$ cat src/rtl/arrow_sequencer_pkg.sv
// Shared game definitions: top-level state codes, arrow codes, button bit order
// and the judge FSM state type used by the arrow sequencer.
package game_defs;

    localparam int STATE_BITS      = 2;
    localparam int NUM_ARROWS_BITS = 2;

    localparam logic [STATE_BITS:0] STATE_IDLE  = 3'd0;
    localparam logic [STATE_BITS:0] STATE_GAME  = 3'd1;
    localparam logic [STATE_BITS:0] STATE_PAUSE = 3'd2;
    localparam logic [STATE_BITS:0] STATE_OVER  = 3'd3;

    typedef logic [NUM_ARROWS_BITS:0] arrow_t;

    localparam arrow_t ARROW_NONE  = 3'd0;
    localparam arrow_t ARROW_UP    = 3'd1;
    localparam arrow_t ARROW_DOWN  = 3'd2;
    localparam arrow_t ARROW_LEFT  = 3'd3;
    localparam arrow_t ARROW_RIGHT = 3'd4;

    // Button vector bit positions: {right, left, down, up}
    localparam int BTN_UP    = 0;
    localparam int BTN_DOWN  = 1;
    localparam int BTN_LEFT  = 2;
    localparam int BTN_RIGHT = 3;

    typedef enum logic [1:0] {
        JUDGE_WAIT = 2'd0,
        JUDGE_HIT  = 2'd1,
        JUDGE_MISS = 2'd2
    } judge_e;

    // One-hot button pattern that correctly answers a given arrow; zero for NONE
    function automatic logic [3:0] arrow_to_btn(input arrow_t arrow);
        logic [3:0] pattern;
        pattern = 4'b0000;
        case (arrow)
            ARROW_UP:    pattern[BTN_UP]    = 1'b1;
            ARROW_DOWN:  pattern[BTN_DOWN]  = 1'b1;
            ARROW_LEFT:  pattern[BTN_LEFT]  = 1'b1;
            ARROW_RIGHT: pattern[BTN_RIGHT] = 1'b1;
            default:     pattern = 4'b0000;
        endcase
        return pattern;
    endfunction

endpackage

$ cat src/rtl/arrow_sequencer_lfsr.sv
// 16-bit Fibonacci LFSR (taps 16,14,13,11) that feeds arrow generation.
// Shifts right; the feedback bit enters at the MSB.
module arrow_lfsr (
    input  logic        clk,
    input  logic        rst,
    input  logic [15:0] seed_i,
    input  logic        step_i,
    output logic [15:0] state_o
);

    logic [15:0] state_q;
    logic        feedback;

    assign feedback = state_q[0] ^ state_q[2] ^ state_q[3] ^ state_q[5];
    assign state_o  = state_q;

    // Load the seed on reset, otherwise advance one step per enable
    always_ff @(posedge clk) begin
        if (rst) begin
            state_q <= seed_i;
        end else if (step_i) begin
            state_q <= {feedback, state_q[15:1]};
        end
    end

endmodule

$ cat src/rtl/arrow_sequencer.sv
// Arrow queue, beat judge, combo and lives tracking for the rhythm game.
// Each synchronised metronome beat shifts the queue and settles one verdict.
module arrow_sequencer
    import game_defs::*;
#(
    parameter logic [15:0] LFSR_SEED  = 16'hACE1,
    parameter logic [2:0]  LIVES_INIT = 3'd5,
    parameter logic [9:0]  COMBO_MAX  = 10'd999
) (
    input  logic                     clk,
    input  logic                     rst,
    input  logic                     metronome_clk,
    input  logic [STATE_BITS:0]      state,
    input  logic [3:0]               btn,
    output logic [NUM_ARROWS_BITS:0] cur_arrow0,
    output logic [NUM_ARROWS_BITS:0] cur_arrow1,
    output logic [NUM_ARROWS_BITS:0] cur_arrow2,
    output logic [NUM_ARROWS_BITS:0] cur_arrow3,
    output logic [2:0]               lives,
    output logic [9:0]               combo,
    output logic                     game_over
);

    logic [2:0]  sync_q;
    logic        sync_prev_q;
    logic        tick_q;

    arrow_t      arrow_q [4];
    logic [2:0]  lives_q;
    logic [2:0]  lives_d;
    logic [9:0]  combo_q;
    logic [9:0]  combo_d;
    logic        game_over_q;
    logic        game_over_d;
    judge_e      judge_q;

    logic        active;
    logic        press_valid;
    judge_e      press_verdict;
    judge_e      verdict_now;
    arrow_t      gen_arrow;
    logic [15:0] lfsr_state;
    logic        unused_lfsr_bits;

    assign active        = (state == STATE_GAME) && !game_over_q;
    assign press_valid   = (btn != 4'b0000) && (arrow_q[3] != ARROW_NONE) && (judge_q == JUDGE_WAIT);
    assign press_verdict = (btn == arrow_to_btn(arrow_q[3])) ? JUDGE_HIT : JUDGE_MISS;
    assign verdict_now   = press_valid ? press_verdict : judge_q;
    assign gen_arrow     = lfsr_state[2] ? ARROW_NONE : ARROW_UP + {1'b0, lfsr_state[1:0]};

    assign unused_lfsr_bits = ^lfsr_state[15:3];

    arrow_lfsr u_lfsr (
        .clk     (clk),
        .rst     (rst),
        .seed_i  (LFSR_SEED),
        .step_i  (active && tick_q),
        .state_o (lfsr_state)
    );

    // Bring the metronome into the clk domain and emit a one-cycle tick on its rising edge
    always_ff @(posedge clk) begin
        if (rst) begin
            sync_q      <= 3'b000;
            sync_prev_q <= 1'b0;
            tick_q      <= 1'b0;
        end else begin
            sync_q      <= {sync_q[1:0], metronome_clk};
            sync_prev_q <= sync_q[2];
            tick_q      <= sync_q[2] && !sync_prev_q;
        end
    end

    // Score the beat that is ending; an empty target arrow leaves the score alone
    always_comb begin
        lives_d     = lives_q;
        combo_d     = combo_q;
        game_over_d = game_over_q;
        if (arrow_q[3] != ARROW_NONE) begin
            if (verdict_now == JUDGE_HIT) begin
                combo_d = (combo_q >= COMBO_MAX) ? COMBO_MAX : combo_q + 10'd1;
            end else begin
                lives_d = (lives_q == 3'd0) ? 3'd0 : lives_q - 3'd1;
                combo_d = 10'd0;
                if (lives_d == 3'd0) begin
                    game_over_d = 1'b1;
                end
            end
        end
    end

    // Judge FSM plus queue and score registers; everything freezes when inactive
    always_ff @(posedge clk) begin
        if (rst) begin
            for (int i = 0; i < 4; i++) begin
                arrow_q[i] <= ARROW_NONE;
            end
            lives_q     <= LIVES_INIT;
            combo_q     <= 10'd0;
            game_over_q <= 1'b0;
            judge_q     <= JUDGE_WAIT;
        end else if (active) begin
            if (tick_q) begin
                lives_q     <= lives_d;
                combo_q     <= combo_d;
                game_over_q <= game_over_d;
                arrow_q[3]  <= arrow_q[2];
                arrow_q[2]  <= arrow_q[1];
                arrow_q[1]  <= arrow_q[0];
                arrow_q[0]  <= gen_arrow;
                judge_q     <= JUDGE_WAIT;
            end else if (press_valid) begin
                judge_q <= press_verdict;
            end
        end
    end

    assign cur_arrow0 = arrow_q[0];
    assign cur_arrow1 = arrow_q[1];
    assign cur_arrow2 = arrow_q[2];
    assign cur_arrow3 = arrow_q[3];
    assign lives      = lives_q;
    assign combo      = combo_q;
    assign game_over  = game_over_q;

endmodule

$ cat config.mk
export PLATFORM = sky130hd
export DESIGN_NAME = arrow_sequencer
export DESIGN_NICKNAME = d
export VERILOG_FILES = /design/src/rtl/arrow_sequencer_pkg.sv /design/src/rtl/arrow_sequencer_lfsr.sv /design/src/rtl/arrow_sequencer.sv
export SDC_FILE = /design/constraint.sdc
export NUM_CORES = 1
export LEC_CHECK = 0
export CAP_MARGIN = 20
export CORE_UTILIZATION = 48
export DETAILED_ROUTE_END_ITERATION = 10
export HOLD_SLACK_MARGIN = 0.12
export PLACE_DENSITY = 0.83
export SLEW_MARGIN = 20
export SYNTH_ARGS = -nofsm -noshare
export SYNTH_HDL_FRONTEND = slang
export SYNTH_HIERARCHICAL = 1
export SYNTH_SLANG_ARGS = --single-unit
export TNS_END_PERCENT = 50
$ cat constraint.sdc
create_clock -name clk -period 2 [get_ports clk]
set_clock_uncertainty 0.1 [all_clocks]
set_input_delay 0.5 -clock clk [delete_from_list [all_inputs] [get_ports clk]]
set_output_delay 0.5 -clock clk [all_outputs]
set_load 0.05 [all_outputs]
==> qor_table.md, run 1 <==
| Stage | Item | Value |
| --- | --- | --- |
| synth | FF+latch count, synth | 49 |
| synth | Number of distinct standard cells referenced by the synthesized netlist | 49 |
| outcome | Failing checks | setup timing |
| detailed routing | Via density per instance | 5.07 |
| global route | Number of global-route vias before repair | 1743 |
| clock network | # clock sinks | 49 |
| min path | Min-delay worst type | flip-flop to flip-flop |
| global route | First-pass GRT wire length | 7.87 mm |
| placement | Count of port buffers added during placement | 35 |
| sta | Slew of the pin with the lowest slew margin | 0.511 ns |
| layout | Layout cells sized above 1 | 0.400 |
| floorplanning | Number of ports placed on the die boundary | 36 |
| sta | Min Tclk post-route | 2.27 ns |
| power and ir drop | Proportion of power drawn by combinational gates | 0.123 |
| outcome | Outcome | finished, violations left |
| clock network | Clock Tree Buf Depth | 2 |
| detailed routing | Number of remaining DRC errors | 0 |
| sta | Setup Viol. Count Final | 14 |
| layout | Fill cells | 369 |
| floorplanning | Cell row count | 25 |
| sta | Top achievable clock speed | 0.441 GHz |
| worst setup path | Kind of start point of the critical path | flip-flop |
| worst setup path | CP required | 2.14 ns |
| flow run | Max-cap check violation count | 0 |
| power and ir drop | Clock Power Share | 0.291 |
| floorplanning | Die Outline Area | 5320 um^2 |
| synth | Post-synthesis instance area | 2420 um^2 |
| synth | Count of synthesis-stage warnings from yosys | 6 |
| detailed routing | Number of iterations in the first detailed-routing pass | 4 |
| floorplanning | Initial core utilization | 0.505 |
| clock network | Count of hold buffers inserted by post-cts repair | 0 |
| placement | Standard cell area after detailed placement | 2990 um^2 |
| worst setup path | Data arrival time of the critical path | 2.41 ns |
| floorplanning | Die height | 72.9 um |
| power and ir drop | Switching portion of total power | 0.235 |
| sta | Max Transition Viols Final | 0 |
| layout | Net count, final | 306 |
| detailed routing | Number of nets with antenna violations after routing | 0 |
| synth | Top flip-flop cell by instance count after synthesis | sky130_fd_sc_hd__edfxtp_1 |
| detailed routing | DR vias | 1835 |
| detailed routing | Average detailed-routed wire length per instance | 13.9 um |
| power and ir drop | Power per unit of standard cell area | 597 nW/um^2 |
| floorplanning | Standard cell core area | 4790 um^2 |
| global route | Maximum number of pins on one net before global-route repair | 25 |
| global route | Initial antenna violation count | 0 |
| sta | Number of hold-slack violations in the final timing report | 0 |
| floorplanning | Horiz. Die Dim | 72.9 um |
| clock network | Clock-pin slew of the registers on the worst-case setup and hold paths | 0.09 ns |
| worst setup path | Slack of the worst reg-to-reg path | -0.27 ns |
| sta | RSZ-0062 raised after global routing | true |
| synth | Number of flops mapped to enable cells by yosys | 28 |
| detailed routing | Detailed router's first-iteration violation count | 59 |
| clock network | Clock root buffer master | sky130_fd_sc_hd__clkbuf_8 |
| clock network | Clk_lat worst skew | 0.30 ns |
| clock network | H-tree depth | 2 |
| layout | Finished Core Util | 0.675 |
| synth | Post-synth ARST share | 0 |
| global route | GR Overflow Total | 0 |
| placement | DP Wirelength | 3.25 mm |
| power and ir drop | Proportion of power drawn by flip-flops and latches | 0.586 |
| layout | Ant diodes | 0 |
| clock network | Cts bufs inserted | 5 |
| synth | Fraction of synthesized cell area taken by the top area cell type | 0.348 |
| worst setup path | WS Path Type | flip-flop to flip-flop |
| detailed routing | Final Routed Wirelength | 5.03 mm |
| power and ir drop | Worst ir drop on vdd | 0.000510 V |
| power and ir drop | Switching power | 0.454 mW |
| worst setup path | Crit-path max FO | 8 |
| synth | Synth area leader | sky130_fd_sc_hd__edfxtp_1 |
| placement | Placer's final routability congestion estimate | 0.820 |
| layout | Final non-filler cell area | 3230 um^2 |
| synth | Cell types with the largest area share after synthesis | sky130_fd_sc_hd__edfxtp_1 35%, sky130_fd_sc_hd__dfxtp_1 17%, sky130_fd_sc_hd__mux2_4 4.4%, sky130_fd_sc_hd__mux2_2 3.7%, sky130_fd_sc_hd__a21oi_1 2.5% |
| power and ir drop | Leakage power of the design | 1.26 nW |
| sta | Portion of the clock cycle consumed by the worst path in the final layout | 1.13 |
| worst setup path | Critical Path End Type | flip-flop |
| clock network | CTS tree | built |
| synth | Syn Inst Count | 205 |
| layout | Synthesis-to-layout area growth | 33.7% |
| sta | Relative slew slack | 0.659 |
| power and ir drop | Power Internal | 1.48 mW |
| sta | Post-layout worst setup margin | -0.269 ns |
| global route | Global Route Usage Sum | 0.197 |
| synth | Sequential area share after synthesis | 0.522 |
| synth | Avg Cell Area, Syn | 11.8 um^2 |
## timing repair
item,CTS,global route
buffers inserted,8,4
pin swaps,8,3
cloned,2,0
gates resized for setup,9,6
hold endpoints to repair,0,0
setup endpoints to repair,14,14
## routing by layer
layer  global-route usage  up-vias  share of wire
li1                     -      925              -
met1                0.240      868           0.46
met2                0.343       36           0.50
met4               0.0654        0         0.0099
met3               0.0483        6          0.032
met5                    0        -              0
## kinds of logic after synthesis
| family | after synthesis | share of synthesized area |
|---|---|---|
| other | 2 | 0.00311 |
| buffers and inverters | 10 | 0.0357 |
| and+or+nand+nor | 86 | 0.212 |
| AOI/OAI and AO/OA | 36 | 0.118 |
| adders and majority gates | 2 | 0.0104 |
| xor gates and xnor gates | 5 | 0.0181 |
| muxes | 15 | 0.0808 |
| DFF | 49 | 0.522 |
## stage by stage
step | power, mW | hold WS, ns | worst slack, ns | TNS, ns | instances
finish | 1.93 | 0.304 | -0.269 | -3.10 | 362
global route | 2.00 | 0.318 | -0.355 | -4.27 | 362
global placement | 1.36 | 0.274 | -0.605 | -14.84 | 342
CTS | 1.93 | 0.297 | -0.206 | -1.76 | 360
detailed placement | 1.37 | 0.288 | -0.709 | -16.36 | 342
floorplan | 1.30 | 0.267 | -0.292 | -3.24 | 219
## worst paths after layout
kind,startpoint,to,cells after the start
worst max-delay path,arrow_q[3][0],combo[1],8
worst min-delay path,sync_prev_q,tick_q,1
worst max register to register,arrow_q[3][0],combo[1],8
worst min register to register,sync_prev_q,tick_q,1
## placed cells by master, fill, tap and decap left out, types with 2 or more instances in the layout
cell | Yosys | layout
sky130_fd_sc_hd__mux2_4 | 7 | 7
sky130_fd_sc_hd__or4_1 | 2 | 2
sky130_fd_sc_hd__a31oi_1 | 3 | 3
sky130_fd_sc_hd__a21oi_2 | 3 | 6
sky130_fd_sc_hd__nor3_1 | 6 | 4
sky130_fd_sc_hd__dfxtp_1 | 21 | 21
sky130_fd_sc_hd__o21ai_0 | 5 | 4
sky130_fd_sc_hd__nor3_2 | 4 | 6
sky130_fd_sc_hd__nand3b_1 | 3 | 3
sky130_fd_sc_hd__a2111oi_4 | 2 | 2
sky130_fd_sc_hd__buf_4 | 0 | 62
sky130_fd_sc_hd__mux2_2 | 8 | 8
sky130_fd_sc_hd__clkbuf_8 | 0 | 5
sky130_fd_sc_hd__xnor2_1 | 4 | 4
sky130_fd_sc_hd__dlygate4sd2_1 | 0 | 4
sky130_fd_sc_hd__nor2_1 | 10 | 10
sky130_fd_sc_hd__and2_1 | 9 | 9
sky130_fd_sc_hd__nand3_1 | 8 | 8
sky130_fd_sc_hd__nor4b_1 | 2 | 2
sky130_fd_sc_hd__conb_1 | 2 | 16
sky130_fd_sc_hd__buf_6 | 3 | 2
sky130_fd_sc_hd__nand3_2 | 2 | 2
sky130_fd_sc_hd__a21oi_1 | 12 | 9
sky130_fd_sc_hd__nor2_2 | 3 | 3
sky130_fd_sc_hd__a211oi_1 | 2 | 2
sky130_fd_sc_hd__nor2b_1 | 8 | 8
sky130_fd_sc_hd__nand2b_1 | 3 | 3
sky130_fd_sc_hd__edfxtp_1 | 28 | 28
sky130_fd_sc_hd__nand4_1 | 3 | 3
sky130_fd_sc_hd__clkbuf_1 | 0 | 2
sky130_fd_sc_hd__clkdlybuf4s50_1 | 0 | 4
sky130_fd_sc_hd__ha_1 | 2 | 2
sky130_fd_sc_hd__nand2_1 | 14 | 14
sky130_fd_sc_hd__inv_1 | 3 | 3
## registers in the layout (all words and copies together) (netlist names)
signal,count
game_over,1
combo,10
u_lfsr/state_o,16
arrow_q,12
judge_q,2
sync_q,3
tick_q,1
lives,3
sync_prev_q,1
## cell type report
type,count,area [um^2],share of cell area
multi-input cells,160,1180,0.364
flip-flops and latches,49,1260,0.391
inverters,3,11.3,0.00349
clock inverters,1,7.51,0.00232
repair buffers,75,613,0.190
well taps,67,83.8,0.0260
clock buffers,7,76.3,0.0236
## power by group through the flow
stage          combinational (mW)  clock, mW  sequential (mW)
6_report                    0.238      0.561             1.13
5_1_grt                     0.253      0.614             1.13
4_1_cts                     0.233      0.572             1.13
3_5_place_dp                0.216          0             1.15
3_3_place_gp                0.210          0             1.15
2_1_floorplan               0.118          0             1.18
## worst max-delay path, cell delays in order (launching register included)
cell                        delay (ns)
sky130_fd_sc_hd__edfxtp_1         0.53
sky130_fd_sc_hd__or2_1            0.31
sky130_fd_sc_hd__a21oi_2          0.16
sky130_fd_sc_hd__a211oi_2         0.12
sky130_fd_sc_hd__a2111oi_4        0.48
sky130_fd_sc_hd__buf_4            0.20
sky130_fd_sc_hd__buf_6            0.11
sky130_fd_sc_hd__o211ai_2         0.08
sky130_fd_sc_hd__a21oi_2          0.11
## synth_stat cells (2+ instances only)
library cell / number
sky130_fd_sc_hd__xnor2_1: 4
sky130_fd_sc_hd__edfxtp_1: 28
sky130_fd_sc_hd__a211oi_1: 2
sky130_fd_sc_hd__nor2_1: 10
sky130_fd_sc_hd__nand2b_1: 3
sky130_fd_sc_hd__nor3_1: 6
sky130_fd_sc_hd__conb_1: 2
sky130_fd_sc_hd__nor2b_1: 8
sky130_fd_sc_hd__nor3_2: 4
sky130_fd_sc_hd__buf_6: 3
sky130_fd_sc_hd__mux2_4: 7
sky130_fd_sc_hd__dfxtp_1: 21
sky130_fd_sc_hd__or2_1: 2
sky130_fd_sc_hd__nand3b_1: 3
sky130_fd_sc_hd__a21oi_2: 3
sky130_fd_sc_hd__nand4_1: 3
sky130_fd_sc_hd__a2111oi_4: 2
sky130_fd_sc_hd__mux2_2: 8
sky130_fd_sc_hd__nand2_1: 14
sky130_fd_sc_hd__nor4_1: 2
sky130_fd_sc_hd__o41ai_1: 2
sky130_fd_sc_hd__nand3_2: 2
sky130_fd_sc_hd__or4_1: 2
sky130_fd_sc_hd__a31oi_1: 3
sky130_fd_sc_hd__and2_1: 9
sky130_fd_sc_hd__inv_1: 3
sky130_fd_sc_hd__a21oi_1: 12
sky130_fd_sc_hd__o21ai_0: 5
sky130_fd_sc_hd__nor2_2: 3
sky130_fd_sc_hd__nor4b_1: 2
sky130_fd_sc_hd__nand3_1: 8
sky130_fd_sc_hd__ha_1: 2
Power figures use the tool's default switching activity.
==> run 2: changes to the inputs <==
--- a/config.mk
+++ b/config.mk
@@ -9,8 +9,7 @@
 export CORE_UTILIZATION = 48
 export DETAILED_ROUTE_END_ITERATION = 10
 export HOLD_SLACK_MARGIN = 0.12
-export PLACE_DENSITY = 0.83
-export SLEW_MARGIN = 20
+export PLACE_DENSITY = 0.86
 export SYNTH_ARGS = -nofsm -noshare
 export SYNTH_HDL_FRONTEND = slang
 export SYNTH_HIERARCHICAL = 1
==> qor_table.md, run 2 (same netlist as run 1, synthesis figures left out) <==
| Stage | Item | Value | vs previous |
| --- | --- | --- | --- |
| detailed routing | Detailed router's first-iteration violation count | 101 | was 59 |
| placement | Worst slack at placement | -0.661 ns | was -0.709 ns |
| layout | Ant diodes | 0 | unchanged |
| layout | Fill cells | 357 | was 369 |
| sta | Portion of the clock cycle consumed by the worst path in the final layout | 1.08 | was 1.13 |
| placement | DP Wirelength | 3.27 mm | was 3.25 mm |
| sta | RSZ-0062 raised after global routing | true | unchanged |
| global route | Number of global-route vias before repair | 1756 | was 1743 |
| min path | Min-delay worst type | flip-flop to flip-flop | unchanged |
| floorplanning | Number of ports placed on the die boundary | 36 | unchanged |
| worst setup path | Delay of the slowest cell on the worst path | 0.47 ns | was 0.53 ns |
| floorplanning | Die Outline Area | 5320 um^2 | unchanged |
| detailed routing | Via density per instance | 5.24 | was 5.07 |
| detailed routing | Average detailed-routed wire length per instance | 13.9 um | about the same |
| worst setup path | Cell family with most CP delay | compound AO/OA/AOI/OAI gates | unchanged |
| power and ir drop | Power per unit of standard cell area | 612 nW/um^2 | was 597 nW/um^2 |
| power and ir drop | Switching portion of total power | 0.225 | was 0.235 |
| worst setup path | WS Path Type | flip-flop to flip-flop | unchanged |
| layout | Number of flip-flops in the largest register | 16 | unchanged |
| worst setup path | Crit-path max FO | 7 | was 8 |
| sta | Relative slew slack | 0.666 | was 0.659 |
| sta | Slew of the pin with the lowest slew margin | 0.501 ns | was 0.511 ns |
| floorplanning | Die height | 72.9 um | unchanged |
| floorplanning | Initial core utilization | 0.505 | unchanged |
| placement | Count of port buffers added during placement | 35 | unchanged |
| global route | GR Overflow Total | 0 | unchanged |
| clock network | Clk_lat worst skew | 0.30 ns | about the same |
| sta | Max Transition Viols Final | 0 | unchanged |
| layout | Synthesis-to-layout area growth | 39.2% | was 33.7% |
| detailed routing | DR vias | 1935 | was 1835 |
| power and ir drop | Clock Power Share | 0.329 | was 0.291 |
| power and ir drop | Power consumption | 2.06 mW | was 1.93 mW |
| clock network | Clock Tree Buf Depth | 2 | unchanged |
| layout | Layout cells sized above 1 | 0.450 | was 0.400 |
| sta | Number of hold-slack violations in the final timing report | 0 | unchanged |
| detailed routing | Final Routed Wirelength | 5.15 mm | was 5.03 mm |
| sta | Min Tclk post-route | 2.16 ns | was 2.27 ns |
| power and ir drop | Proportion of power drawn by flip-flops and latches | 0.548 | was 0.586 |
| detailed routing | Number of remaining DRC errors | 0 | unchanged |
| power and ir drop | Switching power | 0.463 mW | was 0.454 mW |
| worst setup path | CP required | 2.13 ns | was 2.14 ns |
| layout | Leading cell type in the layout, fill and taps excluded | sky130_fd_sc_hd__buf_4 | unchanged |
| detailed routing | Number of iterations in the first detailed-routing pass | 5 | was 4 |
| worst setup path | Cell with the biggest individual delay on the critical path | sky130_fd_sc_hd__edfxtp_1 | unchanged |
| clock network | # clock sinks | 49 | unchanged |
| floorplanning | Horiz. Die Dim | 72.9 um | unchanged |
| sta | Minimum hold slack | 0.282 ns | was 0.304 ns |
| worst setup path | Data arrival time of the critical path | 2.29 ns | was 2.41 ns |
| power and ir drop | Leakage power of the design | 1.32 nW | was 1.26 nW |
| clock network | Clock-pin slew of the registers on the worst-case setup and hold paths | 0.09 ns | about the same |
| outcome | Failing checks | setup timing | unchanged |
| clock network | Cts bufs inserted | 5 | unchanged |
| floorplanning | Standard cell core area | 4790 um^2 | unchanged |
| placement | Placer's final routability congestion estimate | 0.878 | was 0.820 |
| placement | Standard cell area after detailed placement | 3040 um^2 | was 2990 um^2 |
| flow run | Max-cap check violation count | 0 | unchanged |
| worst setup path | Buffers and inverters on the worst path | 3 | was 2 |
| sta | Top achievable clock speed | 0.464 GHz | was 0.441 GHz |
| clock network | Clock root buffer master | sky130_fd_sc_hd__clkbuf_8 | unchanged |
| sta | Setup Viol. Count Final | 13 | was 14 |
| layout | Final non-filler cell area | 3360 um^2 | was 3230 um^2 |
| sta | Post-layout worst setup margin | -0.156 ns | was -0.269 ns |
| worst setup path | Critical-path cell list | buf_6, and4bb_2, a21oi_2, a2111oi_4, buf_6, buf_12, nand4_1, a31oi_1 | was or2_1, a21oi_2, a211oi_2, a2111oi_4, buf_4, buf_6, o211ai_2, a21oi_2 |
| clock network | H-tree depth | 2 | unchanged |
| clock network | CTS tree | built | unchanged |
| power and ir drop | Power Internal | 1.60 mW | was 1.48 mW |
| layout | Net count, final | 313 | was 306 |
| power and ir drop | Worst ir drop on vdd | 0.000509 V | was 0.000510 V |
| power and ir drop | Proportion of power drawn by combinational gates | 0.123 | about the same |
| global route | Maximum number of pins on one net before global-route repair | 25 | unchanged |
| outcome | Outcome | finished, violations left | unchanged |
| global route | Initial antenna violation count | 0 | unchanged |
| global route | First-pass GRT wire length | 7.83 mm | was 7.87 mm |
| worst setup path | Kind of start point of the critical path | flip-flop | unchanged |
| global route | Global Route Usage Sum | 0.193 | was 0.197 |
| floorplanning | Cell row count | 25 | unchanged |
| worst setup path | Most frequent CP cell | sky130_fd_sc_hd__buf_6 | was sky130_fd_sc_hd__a21oi_2 |
| detailed routing | Number of nets with antenna violations after routing | 0 | unchanged |
| worst setup path | Critical Path End Type | flip-flop | unchanged |
| layout | Highest-count cells in the layout ignoring fill and taps | 65 x sky130_fd_sc_hd__buf_4, 28 x sky130_fd_sc_hd__edfxtp_1, 21 x sky130_fd_sc_hd__dfxtp_1 | was 62 x sky130_fd_sc_hd__buf_4, 28 x sky130_fd_sc_hd__edfxtp_1, 21 x sky130_fd_sc_hd__dfxtp_1 |
[run 2: layout make-up]
cell class                      count  area, um^2  share of cell area
Clock buffer                        8         111              0.0331
Inverter                            3        11.3             0.00335
Multi-Input combinational cell    160        1210               0.360
Sequential cell                    49        1260               0.375
Tap cell                           67        83.8              0.0249
Timing Repair Buffer               82         684               0.203
[run 2: worst paths after layout]
check,slack (ns),to,start,cells after the start
setup / recovery,-0.16,combo[3],arrow_q[3][1],8
hold / removal,0.28,tick_q,sync_prev_q,1
setup reg to reg,-0.16,combo[3],arrow_q[3][1],8
hold reg to reg,0.28,tick_q,sync_prev_q,1
[run 2: timing repair]
action                                  CTS  global route
hold buffers                              0             0
gates resized for setup                  17            11
pin swaps                                20             5
cloned                                    0             0
buffers inserted                          7             6
endpoints found under the setup margin   14            33
[run 2: layer usage]
metal	track usage	vias up	part of all wire
met5	0	-	0
met4	0.0719	0	0.021
met3	0.0470	14	0.043
met2	0.326	60	0.52
met1	0.240	922	0.42
li1	-	939	-
[run 2: power by group through the flow]
stage	Sequential, mW	Combinational (mW)	Clock (mW)
3_3_place_gp	1.15	0.219	0
2_1_floorplan	1.18	0.118	0
3_5_place_dp	1.15	0.225	0
5_1_grt	1.13	0.270	0.732
4_1_cts	1.13	0.239	0.690
6_report	1.13	0.253	0.677
[run 2: metrics by stage]
stage | cells | setup TNS [ns] | utilization
after CTS | 363 | -0.605 | 0.683
after detailed placement | 348 | -17.51 | 0.636
final | 369 | -0.936 | 0.703
after floorplan | 219 | -3.24 | -
after global placement | 348 | -16.22 | 0.636
after global routing | 369 | -1.97 | 0.703
